`src/rtl/id_ex_operand_stage.sv`:
```
// ID/EX operand stage: forwards, extends the immediate and registers the ALU operand bundle.
// 1-cycle capture-to-valid; holds under out_ready=0; stalls upstream on load-use (optional ALU_FWD_EN macro enables forwarding).
// Backpressure: in_ready drops when the held entry is stalled downstream or a hazard is detected.
module id_ex_operand_stage #(
    parameter int DATA_W     = 32,
    parameter int REG_ADDR_W = 5,
    parameter int CTRL_W     = 6
) (
    input  logic                  clk,
    input  logic                  reset,
    input  logic                  in_valid,
    output logic                  in_ready,
    input  logic [REG_ADDR_W-1:0] rs_addr,
    input  logic [REG_ADDR_W-1:0] rt_addr,
    input  logic [REG_ADDR_W-1:0] dest_addr_in,
    input  logic [DATA_W-1:0]     rs_data,
    input  logic [DATA_W-1:0]     rt_data,
    input  logic [15:0]           imm16,
    input  logic                  alu_src,
    input  logic                  imm_sext,
    input  logic [CTRL_W-1:0]     alu_control_in,
    input  logic                  reg_write_in,
    input  logic                  mem_read_in,
    input  logic                  flush,
    input  logic                  exmem_reg_write,
    input  logic [REG_ADDR_W-1:0] exmem_dest,
    input  logic [DATA_W-1:0]     exmem_result,
    input  logic                  memwb_reg_write,
    input  logic [REG_ADDR_W-1:0] memwb_dest,
    input  logic [DATA_W-1:0]     memwb_data,
    output logic                  out_valid,
    input  logic                  out_ready,
    output logic [DATA_W-1:0]     a,
    output logic [DATA_W-1:0]     b,
    output logic [DATA_W-1:0]     store_data,
    output logic [CTRL_W-1:0]     alu_control,
    output logic [REG_ADDR_W-1:0] dest_addr,
    output logic                  reg_write,
    output logic                  mem_read,
    output logic                  load_use_stall
);

    logic                  out_valid_q, out_valid_d;
    logic [DATA_W-1:0]     a_q, a_d, b_q, b_d, sd_q, sd_d;
    logic [CTRL_W-1:0]     ctrl_q;
    logic [REG_ADDR_W-1:0] dest_q;
    logic                  rw_q, mr_q;

    logic [DATA_W-1:0]     imm_ext;
    logic [DATA_W-1:0]     fwd_rs, fwd_rt;
    logic                  raw_stall;
    logic                  base_stall;
    logic                  capture;

    assign imm_ext = imm_sext ? {{(DATA_W-16){imm16[15]}}, imm16}
                              : {{(DATA_W-16){1'b0}}, imm16};

`ifdef ALU_FWD_EN
    always_comb begin
        fwd_rs    = rs_data;
        fwd_rt    = rt_data;
        raw_stall = 1'b0;
        // EX/MEM is the younger producer, so it wins over MEM/WB.
        if (rs_addr != '0) begin
            if (exmem_reg_write && exmem_dest == rs_addr)      fwd_rs = exmem_result;
            else if (memwb_reg_write && memwb_dest == rs_addr) fwd_rs = memwb_data;
        end
        if (rt_addr != '0) begin
            if (exmem_reg_write && exmem_dest == rt_addr)      fwd_rt = exmem_result;
            else if (memwb_reg_write && memwb_dest == rt_addr) fwd_rt = memwb_data;
        end
    end
`else
    logic rs_hit, rt_hit;
    always_comb begin
        fwd_rs = rs_data;
        fwd_rt = rt_data;
        // Without forwarding, any in-flight writer of a source must drain first.
        rs_hit = (rs_addr != '0) &&
                 ((out_valid_q && rw_q && dest_q == rs_addr) ||
                  (exmem_reg_write && exmem_dest == rs_addr) ||
                  (memwb_reg_write && memwb_dest == rs_addr));
        rt_hit = (rt_addr != '0) &&
                 ((out_valid_q && rw_q && dest_q == rt_addr) ||
                  (exmem_reg_write && exmem_dest == rt_addr) ||
                  (memwb_reg_write && memwb_dest == rt_addr));
        raw_stall = in_valid && (rs_hit || rt_hit);
    end
`endif

    assign base_stall = out_valid_q && mr_q && (dest_q != '0) && in_valid &&
                        ((dest_q == rs_addr) || (dest_q == rt_addr));
    assign load_use_stall = base_stall || raw_stall;
    assign in_ready       = (!out_valid_q || out_ready) && !load_use_stall;
    assign capture        = in_valid && in_ready && !flush;

    assign a_d  = fwd_rs;
    assign b_d  = alu_src ? imm_ext : fwd_rt;
    assign sd_d = fwd_rt;

    always_comb begin
        out_valid_d = out_valid_q;
        if (flush)          out_valid_d = 1'b0;
        else if (capture)   out_valid_d = 1'b1;
        else if (out_ready) out_valid_d = 1'b0;
    end

    always_ff @(posedge clk) begin
        if (reset) begin
            out_valid_q <= 1'b0;
            a_q         <= '0;
            b_q         <= '0;
            sd_q        <= '0;
            ctrl_q      <= '0;
            dest_q      <= '0;
            rw_q        <= 1'b0;
            mr_q        <= 1'b0;
        end else begin
            out_valid_q <= out_valid_d;
            if (capture) begin
                a_q    <= a_d;
                b_q    <= b_d;
                sd_q   <= sd_d;
                ctrl_q <= alu_control_in;
                dest_q <= dest_addr_in;
                rw_q   <= reg_write_in;
                mr_q   <= mem_read_in;
            end
        end
    end

    assign out_valid   = out_valid_q;
    assign a           = a_q;
    assign b           = b_q;
    assign store_data  = sd_q;
    assign alu_control = ctrl_q;
    assign dest_addr   = dest_q;
    assign reg_write   = rw_q;
    assign mem_read    = mr_q;

endmodule

```
`config.mk`:
```
export PLATFORM = sky130hd
export DESIGN_NAME = id_ex_operand_stage
export DESIGN_NICKNAME = d
export VERILOG_FILES = /design/src/rtl/id_ex_operand_stage.sv
export SDC_FILE = /design/constraint.sdc
export NUM_CORES = 1
export LEC_CHECK = 0
export CAP_MARGIN = 20
export CORE_ASPECT_RATIO = 0.8
export CORE_MARGIN = 10
export CORE_UTILIZATION = 38
export DETAILED_ROUTE_END_ITERATION = 8
export HOLD_SLACK_MARGIN = 0.03
export PLACE_DENSITY = 0.82
export SYNTH_ARGS = -nofsm -noshare
export SYNTH_HDL_FRONTEND = slang
export SYNTH_SLANG_ARGS = --single-unit
```
`constraint.sdc`:
```
create_clock -name clk -period 3.2 [get_ports clk]
set_clock_uncertainty 0.2 [all_clocks]
set_input_delay 0.64 -clock clk [delete_from_list [all_inputs] [get_ports clk]]
set_output_delay 0.64 -clock clk [all_outputs]
set_load 0.02 [all_outputs]
```
Word-level counts from Yosys, hierarchy flattened
Cells that the tools add are included.
Cells by class
  equality and inequality tests: 6
  muxes and demuxes: 4
  reduce and logical (&&, ||, !) cells: 33
Operators by type and width (number)
  $mux 32: 2
  $eq 5x5->1: 6
  $logic_and 1x1->1: 17
  $reduce_bool 5->1: 3
  $logic_or 1x1->1: 8
  $logic_not 1->1: 3
  $mux 1: 2
  $reduce_bool 2->1: 1
  $reduce_or 2->1: 1
Word-level totals
  word-level logic and storage cells: 51
  output and inout port bits: 112
  bits in registers: 110
  input port bits: 186

Longest topological paths before layout
Gate-level depths: netlist (run 1).
  depth in word-level cells: 13
  depth in mapped cells: 9
  mapped depth without buffers: 6

Worst setup path before layout (run 1)
No wires, ideal clock.
  kind: register to output
  from: reg dest_q[0], in the netlist dest_addr[0]
  to: out in_ready
  cell stages (with the launch flop): 8
  arrival: 2.124 ns
  required time: 2.360 ns
  path slack: 0.236 ns
  path buffers: 1
  path through: dfxtp_1 or4_1 o211ai_2 o21ai_1 a221oi_2 buf_2 nand2_1 a21oi_1
Between the ends
  longest elaborated chain between the ends: 10
  elaborated cells on any way between the ends: 20
  classes of those cells: eq/ne: 2; reduce/logical: 18
RTL lines
  start, declared: line 46  | logic [REG_ADDR_W-1:0] dest_q;
  start signal, assigned: line 125  | dest_q <= dest_addr_in;
  $eq 5x5->1 (on tied branches): line 80, 92, 84
  $logic_and 1x1->1 (on tied branches): line 80, 84
  $logic_or 1x1->1 (on tied branches): line 80, 84
  $logic_or 1x1->1 (on tied branches): line 81, 85
  $logic_and 1x1->1 (on tied branches): line 79, 83
  $logic_or 1x1->1: line 87  | raw_stall = in_valid && (rs_hit || rt_hit);
  $logic_and 1x1->1: line 87
  $logic_or 1x1->1 *: line 93  | assign load_use_stall = base_stall || raw_stall;
  $logic_not 1->1 *: line 94  | assign in_ready = (!out_valid_q || out_ready) && !load_use_stall;
  $logic_and 1x1->1 *: line 94
  end, declared: line 12  | output logic in_ready,
Mark *: on every way between the ends. The rest lies on a longest branch, timed or not.

Worst setup path in the final report (run 1)
  from: in memwb_dest[0]
  to: out load_use_stall
Between the ends
  longest elaborated chain between the ends: 7
  elaborated cells on any way between the ends: 11
  classes of those cells: eq/ne: 2; reduce/logical: 9
RTL lines
  start, declared: line 29  | input logic [REG_ADDR_W-1:0] memwb_dest,
  $eq 5x5->1 (on tied branches): line 82, 86
  $logic_and 1x1->1 (on tied branches): line 82, 86
  $logic_or 1x1->1 (on tied branches): line 81, 85
  $logic_and 1x1->1 (on tied branches): line 79, 83
  $logic_or 1x1->1 *: line 87
  $logic_and 1x1->1 *: line 87
  $logic_or 1x1->1 *: line 93
  end, declared: line 40  | output logic load_use_stall
Marked as above.

==> flow_metrics.tcl, run 1 <==
set metrics [dict create \
    run_status "completed" \
    ys.flop_type "dfxtp_1" \
    synth_seq_cells 110 \
    dr.pass1.iters 4 \
    drive_gt1_share_pct 9.814 \
    first_iter_violations 317 \
    holdBufCountCts 0 \
    gp_congestion 0.8324 \
    synthSimpleGateAreaFrac_pct 12.76 \
    crit_start "memwb_dest[0]" \
    p_int_mw 2.441 \
    worstPathCellList "clkdlybuf4s50_1 > xnor2_1 > nand4_1 > o32a_2 > o21a_1 > nand2_2 > and2_1 > buf_4" \
    first_global_vias 5196 \
    die_area_um2 17940 \
    peakVddDrop_mv 0.3435 \
    final_cell_mix "clkdlybuf4s50_1, a21oi_1, dfxtp_1" \
    clockBufferDepth 2 \
    synth-xor-area-share_pct 4.625 \
    netlist_area_um2 4923 \
    netlist_instances 575 \
    hpwl_um 13210 \
    cp_top_family "buffers and inverters" \
    critical_path_class "in -> out" \
    worstPathRequired_ns 2.36 \
    final_common_cell "clkdlybuf4s50_1" \
    max_cap_viol_count 0 \
    clkLatencyLatePin_ns 0.34 \
    power_frac_seq_pct 44.0 \
    grt_pass1_wl_um 28310 \
    via_count 5254 \
    postSynth.asyncResetShare_pct 0 \
    cp.arrival_ns 2.28 \
    end_kind "output port" \
    rsz0062_at_grt "no" \
    synth_cell_types 39 \
    synth_top_family_by_area "compound AO/OA/AOI/OAI gates" \
    post_dp_cell_area_um2 7560 \
    fin_util_pct 61.61 \
    post-route-min-period_ns 3.119 \
    cp_max_fo 2 \
    core_um2 12780 \
    path_depth 8 \
    min_from "a[21]" \
    final_max_slew_viol_count 0 \
    dp_cells 963 \
    crit_path_end "load_use_stall" \
    htree_levels 3 \
    initial_utilization_pct 38.53 \
    reg2reg_depth 9 \
    antenna_found_initial 0 \
    path_buf_inv 2 \
    reg2reg_setup_slack_ns 0.22 \
    cp-start-kind "primary input" \
    syn_avg_cell_area_um2 8.563 \
    numCtsBuffers 9 \
    io_buffers 233 \
    num_antenna_cells 0 \
    fin_area_um2 7873 \
    final_hold_viol_count 0 \
    slowest_delay_ns 0.53 \
    top_level_ports 298 \
    via_per_inst 5.361 \
    ant_nets 0 \
    wl_um 18190 \
    cts.reportedPaths.clkPinSlew_ns 0.07 \
    syn_nets 761 \
    synthAdderAreaFrac_pct 0 \
    synth_edf_count 0 \
    overflow 0 \
    finalSetupViolCount 0 \
    muxShareOfSynthArea_pct 3.253 \
    combPwrFrac_pct 24.4 \
    yosysWarnings 0 \
    ys_seq_area_share_pct 44.73 \
    die_y_um 121.8 \
    grt_max_degree 62 \
    p_leak_nw 2.762 \
    rows 37 \
    die_x_um 147.3 \
    r2r-start "dest_addr[0]" \
    cts_tree "done" \
    r2r_end "b[5]" \
    fin_cells 980 \
    sw_frac_of_total_pct 27.85 \
    clockPowerShare_pct 31.6 \
    drc 0 \
    grtUsageTotal_pct 19.10 \
    power.density_nw_per_um2 429.8 \
    fillCellCount 1140 \
    clock-sinks 110 \
    fin_nets 987 \
    maxSlewHeadroom_pct 58.11 \
    cts-root-buf "clkbuf_16" \
    post-route-period-util_pct 97.48 \
    fmaxAchievable_ghz 0.3206 \
    hold_class "reg -> reg" \
    p_switching_mw 0.9422 \
    synthToLayoutAreaGrowth_pct 59.90 \
    cpMaxStageDelayCell "clkdlybuf4s50_1" \
    wl_per_cell_um 18.56 \
    worst_pin_slew_ns 0.6284 \
    synth-compound-area-share_pct 27.80 \
]
==> how the worst min path moves through the flow <==
stage / to / slack, ns / cells past startpoint
detailed placement: a[21] / 0.27 / 2
global route: a[23] / 0.30 / 2
global placement: a[8] / 0.26 / 2
floorplan: a[0] / 0.35 / 2
CTS: a[21] / 0.28 / 2
finish: a[21] / 0.27 / 2
==> power groups by stage <==
stage / combinational [mW] / sequential (mW) / clock [mW]
global placement: 0.817 / 1.52 / 0
finish: 0.824 / 1.49 / 1.07
detailed placement: 0.824 / 1.52 / 0
CTS: 0.825 / 1.49 / 1.10
floorplan: 0.282 / 1.62 / 0
global route: 0.886 / 1.50 / 1.15
==> stage by stage <==
| stage | setup WS, ns | hold slack (ns) | setup TNS (ns) | total power [mW] |
|---|---|---|---|---|
| 2_1_floorplan | 0.2361 | 0.3536 | 0 | 1.905 |
| 3_3_place_gp | -0.6879 | 0.2599 | -30.34 | 2.335 |
| 3_5_place_dp | -0.7137 | 0.2657 | -32.36 | 2.345 |
| 4_1_cts | 0.01387 | 0.2755 | 0 | 3.417 |
| 5_1_grt | 0.01260 | 0.2965 | 0 | 3.537 |
| 6_report | 0.08074 | 0.2718 | 0 | 3.383 |
==> state kept, by name (all words and copies together) (netlist names) <==
name / flops
a: 32
alu_control: 6
b: 32
dest_addr: 5
mem_read: 1
out_valid: 1
reg_write: 1
store_data: 32
==> cell usage after synthesis (2+ instances only) <==
library cell | instances | area (µm²)
a211oi_1 | 32 | 240.2
a21oi_1 | 126 | 630.6
and2_1 | 2 | 12.51
buf_2 | 18 | 90.09
buf_4 | 10 | 75.07
buf_6 | 6 | 67.56
clkbuf_1 | 24 | 90.09
clkbuf_2 | 2 | 10.01
dfxtp_1 | 110 | 2202
mux2i_1 | 16 | 160.2
nand2_1 | 7 | 26.28
nand2b_1 | 8 | 50.05
nand3_1 | 79 | 395.4
nand4_1 | 7 | 43.79
nor2_4 | 2 | 22.52
nor3_1 | 3 | 15.01
o21ai_0 | 47 | 235.2
o21ai_1 | 31 | 155.2
xnor2_1 | 24 | 210.2
xor2_1 | 2 | 17.52
==> worst reg2reg max path, stage by stage, from the launching register on <==
cell,delay [ns]
dfxtp_1,0.31
or4_1,0.54
o211ai_2,0.18
nor4_1,0.09
buf_4,0.15
a221oi_4,0.22
clkbuf_8,0.43
buf_6,0.46
a21oi_1,0.13
a211oi_1,0.20
==> layout make-up <==
type	count	area [µm²]	area share, %
multi-input cells	404	2437	30.96
repair buffers	275	2728	34.65
inverters	1	3.754	0.04768
well taps	175	219.0	2.781
flip-flops and latches	110	2202	27.97
clock buffers	11	252.7	3.210
clock inverters	4	30.03	0.3814
==> layer usage <==
layer / track usage (%) / routed length (µm)
met1: 23.57 / 7870
met2: 31.10 / 8529
met3: 7.373 / 1556
met4: 4.326 / 229
met5: 0 / 0
==> logic make-up (layout without fill, tap and decap cells) <==
group,Yosys count,after routing
AO/OA/AOI/OAI,246,246
XOR/XNOR,26,26
buffers and inverters,61,291
flip-flops,110,110
multiplexers,16,16
AND/OR/NAND/NOR,116,116
==> repair_timing <==
action,4_1_cts,5_1_grt
setup endpoints to repair,52,4
pin swaps,4,5
resized for setup,25,11
setup buffers,1,1
Power figures use the tool's default switching activity.
==> inputs of run 2 (changes only) <==
--- a/config.mk
+++ b/config.mk
@@ -8,10 +8,10 @@
 export CAP_MARGIN = 20
 export CORE_ASPECT_RATIO = 0.8
 export CORE_MARGIN = 10
-export CORE_UTILIZATION = 38
+export CORE_UTILIZATION = 37
 export DETAILED_ROUTE_END_ITERATION = 8
 export HOLD_SLACK_MARGIN = 0.03
-export PLACE_DENSITY = 0.82
+export PLACE_DENSITY = 0.8
 export SYNTH_ARGS = -nofsm -noshare
 export SYNTH_HDL_FRONTEND = slang
 export SYNTH_SLANG_ARGS = --single-unit
==> flow_metrics.tcl, run 2 (synthesized netlist as in run 1, its figures left out) <==
set metrics [dict create \
    power.density_nw_per_um2 441.9 \
    wl_um 18830 \
    final_cell_mix "clkdlybuf4s50_1, a21oi_1, dfxtp_1" \
    hold_class "reg -> reg" \
    numCtsBuffers 9 \
    grt_pass1_wl_um 28180 \
    cp_max_fo 4 \
    run_status "completed" \
    core_um2 12960 \
    first_iter_violations 366 \
    antenna_found_initial 0 \
    fin_nets 988 \
    dr.pass1.iters 5 \
    r2r-start "dest_addr[2]" \
    final_common_cell "clkdlybuf4s50_1" \
    htree_levels 3 \
    finalSetupViolCount 0 \
    post-route-min-period_ns 3.153 \
    rows 37 \
    p_leak_nw 2.796 \
    fmaxAchievable_ghz 0.3172 \
    peakVddDrop_mv 0.3069 \
    drc 0 \
    cp.arrival_ns 2.31 \
    synthToLayoutAreaGrowth_pct 60.94 \
    hpwl_um 13530 \
    die_x_um 149.0 \
    post-route-period-util_pct 98.53 \
    clock-sinks 110 \
    finalWorstSetupSlack_ns 0.04696 \
    fillCellCount 1150 \
    initial_utilization_pct 37.98 \
    ant_nets 0 \
    clockBufferDepth 2 \
    grt_use_met1_pct 23.51 \
    r2r_end "b[9]" \
    register_area_um2 2203 \
    via_per_inst 5.424 \
    via_count 5326 \
    hold_depth 2 \
    cp-start-kind "primary input" \
    wl_per_cell_um 19.18 \
    die_y_um 123.2 \
    io_buffers 233 \
    max_cap_viol_count 0 \
    reg2reg_depth 8 \
    cts.reportedPaths.clkPinSlew_ns 0.08 \
    overflow 0 \
    num_antenna_cells 0 \
    min_to "a[24]" \
    first_global_vias 5037 \
    busiest_layer "met2" \
    reg2reg_setup_slack_ns 0.26 \
    multiInputGateArea_um2 2440 \
    end_kind "output port" \
    worst_pin_slew_ns 0.8391 \
    grtUsageMet2_pct 30.08 \
    gp_congestion 0.8899 \
    final_max_slew_viol_count 0 \
    drive_gt1_share_pct 9.665 \
    die_area_um2 18350 \
    min_from "a[24]" \
    clkLatencyLatePin_ns 0.34 \
    cts-root-buf "clkbuf_16" \
    critical_path_class "in -> out" \
    holdBufCountCts 0 \
    pre_cts_slack_ns -0.6454 \
    fin_setup_tns_ns 0 \
    top_level_ports 298 \
    maxSlewHeadroom_pct 43.93 \
    final_hold_viol_count 0 \
    cts_tree "done" \
    grt_max_degree 78 \
    worstPathRequired_ns 2.36 \
    met3_usage_pct 7.448 \
    rsz0062_at_grt "yes" \
    fin_hold_ws_ns 0.2732 \
    grtUsageTotal_pct 18.94 \
]
==> run 2: metal layers <==
layer | vias to the layer above | wire (µm) | part of all wire, %
met4 | 0 | 318 | 1.7
met2 | 220 | 8776 | 47
met3 | 21 | 1979 | 11
li1 | 2555 | - | -
met1 | 2530 | 7759 | 41
met5 | - | 0 | 0
==> run 2: worst max-delay path by stage <==
stage | end | depth (start not counted) | slack, ns | start
finish | in_ready | 8 | 0.05 | rs_addr[1]
global route | in_ready | 7 | -0.01 | dest_addr[2]
CTS | b[1] | 9 | -0.02 | rt_addr[3]
detailed placement | in_ready | 8 | -0.65 | rs_addr[1]
global placement | in_ready | 8 | -0.63 | rs_addr[1]
floorplan | in_ready | 7 | 0.24 | dest_addr[0]
==> run 2: power by group <==
| group | switching, mW | internal, mW |
|---|---|---|
| sequential | 0.0411 | 1.45 |
| combinational | 0.407 | 0.421 |
| clock | 0.553 | 0.629 |
| total | 1.00 | 2.50 |
==> run 2: metrics by stage <==
stage                     std cells  util (%)  cell area, µm²  power, mW
after detailed placement        966     58.40            7570      2.349
after global placement          966     58.40            7570      2.338
after floorplan                 575         -            4923      1.905
after global routing            982     61.13            7924      3.647
final                           982     61.13            7924      3.502
after CTS                       982     60.78            7879      3.530
==> run 2: layout make-up <==
cell class	instances	share of cell area, %
clock buffer	9	2.842
sequential	110	27.81
inverter	1	0.04737
tap	175	2.763
multi-input combinational	404	30.79
clock inverter	7	1.105
timing repair buffer	276	34.64
==> run 2: what timing repair did <==
action / in CTS / in global routing
endpoints found under the setup margin: 26 / 53
gates resized for setup: 21 / 13
buffers inserted: 0 / 1
pin swaps: 1 / 10
hold endpoints to repair: 0 / 0
==> run 2: worst max-delay path: stages <==
cell             delay [ns]
clkdlybuf4s15_1        0.23
or4_4                  0.58
o211ai_1               0.20
o32a_2                 0.17
o21a_1                 0.13
nand2_1                0.06
a21oi_1                0.13
buf_4                  0.16
==> inputs of run 3 (changes only) <==
--- a/config.mk
+++ b/config.mk
@@ -5,8 +5,8 @@
 export SDC_FILE = /design/constraint.sdc
 export NUM_CORES = 1
 export LEC_CHECK = 0
-export CAP_MARGIN = 20
-export CORE_ASPECT_RATIO = 0.8
+export CAP_MARGIN = 25
+export CORE_ASPECT_RATIO = 2
 export CORE_MARGIN = 10
 export CORE_UTILIZATION = 37
 export DETAILED_ROUTE_END_ITERATION = 8
==> flow_metrics.tcl, run 3 (synthesized netlist as in run 1, its figures left out) <==
set metrics [dict create \
    cts.reportedPaths.clkPinSlew_ns 0.07 \
    finalSetupViolCount 0 \
    post-route-min-period_ns 3.118 \
    cts-root-buf "clkbuf_16" \
    grtUsageTotal_pct 19.28 \
    cp_max_fo 3 \
    critical_path_class "in -> out" \
    rows 59 \
    final_hold_viol_count 0 \
    overflow 0 \
    run_status "completed" \
    die_area_um2 18600 \
    via_count 5262 \
    end_kind "output port" \
    antenna_found_initial 0 \
    fmaxAchievable_ghz 0.3207 \
    holdBufCountCts 0 \
    wl_per_cell_um 19.27 \
    hpwl_um 13760 \
    synthToLayoutAreaGrowth_pct 61.35 \
    wl_um 18610 \
    core_um2 13070 \
    final_common_cell "clkdlybuf4s50_1" \
    fin_nets 995 \
    hold_class "reg -> reg" \
    final_cell_mix "clkdlybuf4s50_1, a21oi_1, dfxtp_1" \
    drive_gt1_share_pct 10.93 \
    worstPathCellList "clkbuf_2 > or4_4 > o211ai_1 > o32a_4 > o21a_1 > nand2_2 > and2_1 > buf_4" \
    initial_utilization_pct 37.68 \
    first_global_vias 5433 \
    num_antenna_cells 0 \
    path_buf_inv 2 \
    rsz0062_at_grt "yes" \
    fin_hold_ws_ns 0.2773 \
    cp-start-kind "primary input" \
    drc 0 \
    final_max_slew_viol_count 0 \
    top_level_ports 298 \
    htree_levels 3 \
    io_buffers 233 \
    grt_max_degree 67 \
    register_area_um2 2202 \
    max_cap_viol_count 0 \
    ant_nets 0 \
    worstPathRequired_ns 2.36 \
    multiInputGateArea_um2 2449 \
    worst_pin_slew_ns 0.6068 \
    clockBufferDepth 2 \
    peakVddDrop_mv 0.3182 \
    cp.arrival_ns 2.28 \
    maxSlewHeadroom_pct 59.50 \
    p_leak_nw 2.851 \
    post-route-period-util_pct 97.44 \
    numCtsBuffers 9 \
    clock-sinks 110 \
    cp_top_family "simple AND/OR/NAND/NOR gates" \
    die_x_um 101.6 \
    fillCellCount 1117 \
    cpMaxStageDelayCell "or4_4" \
    gp_congestion 0.8370 \
    dr.pass1.iters 4 \
    first_iter_violations 190 \
    cts_tree "done" \
    fin_setup_tns_ns 0 \
    via_per_inst 5.447 \
    clkLatencyLatePin_ns 0.34 \
    die_y_um 183.1 \
    slowest_delay_ns 0.57 \
    grt_pass1_wl_um 28760 \
    power.density_nw_per_um2 430.5 \
]
==> run 3: changes by cell type in the layout (fill, tap and decap cells not counted), sizes merged, moves of 2 or more <==
cell | before | now
clkdlybuf4s15 | 2 | 0
clkinv | 1 | 3
clkbuf | 9 | 14
dlygate4sd2 | 7 | 5
inv | 6 | 4
buf | 46 | 53
==> run 3: path summary, 6_finish.rpt <==
check	to	slack, ns	startpoint	cells past startpoint
worst max-delay path	load_use_stall	0.08	rs_addr[4]	8
worst min-delay path	a[29]	0.28	a[29]	2
worst max register to register	b[28]	0.17	dest_addr[0]	9
worst min register to register	a[29]	0.28	a[29]	2
==> run 3: what timing repair did <==
action / 4_1_cts / 5_1_grt
gates cloned: 0 / 0
resized for setup: 23 / 15
setup endpoints to repair: 7 / 8
buffers inserted: 1 / 0
pin swaps: 3 / 3
==> run 3: worst reg2reg max path, cell delays in order, from the launching register on <==
cell and delay, ns:
dfxtp_1 0.31, or4_1 0.55, o211ai_2 0.18, nor4_1 0.10, buf_4 0.15, a221oi_4 0.21
buf_4 0.51, buf_12 0.35, a21oi_1 0.17, a211oi_1 0.22
==> run 3: per-stage QoR <==
stage	util [%]	setup slack, ns	std cells	instance area, µm²	power [mW]
finish	60.80	0.08194	966	7944	3.420
detailed placement	58.35	-0.6862	949	7624	2.359
floorplan	-	0.2361	575	4923	1.905
global placement	58.35	-0.6603	949	7624	2.347
global route	60.80	-0.001630	966	7944	3.562
CTS	60.66	0.004180	966	7926	3.463
==> run 3: layout make-up <==
type	instances	area share, %
clock buffer	10	3.008
sequential	110	27.72
clock inverter	6	0.6458
multi-input combinational	404	30.82
tap	152	2.394
inverter	1	0.04725
timing repair buffer	283	35.36
==> run 3: routing by layer <==
metal	up-vias	track usage (%)	routed length, µm
met2	201	34.51	9740
met1	2465	19.38	6673
met3	30	6.476	1546
met4	0	8.808	651
li1	2566	-	-
met5	-	0	0
==> run 3: power breakdown <==
group / internal, mW / switching, mW / total [mW]
combinational: 0.427 / 0.406 / 0.833
clock: 0.563 / 0.534 / 1.10
sequential: 1.45 / 0.0399 / 1.49
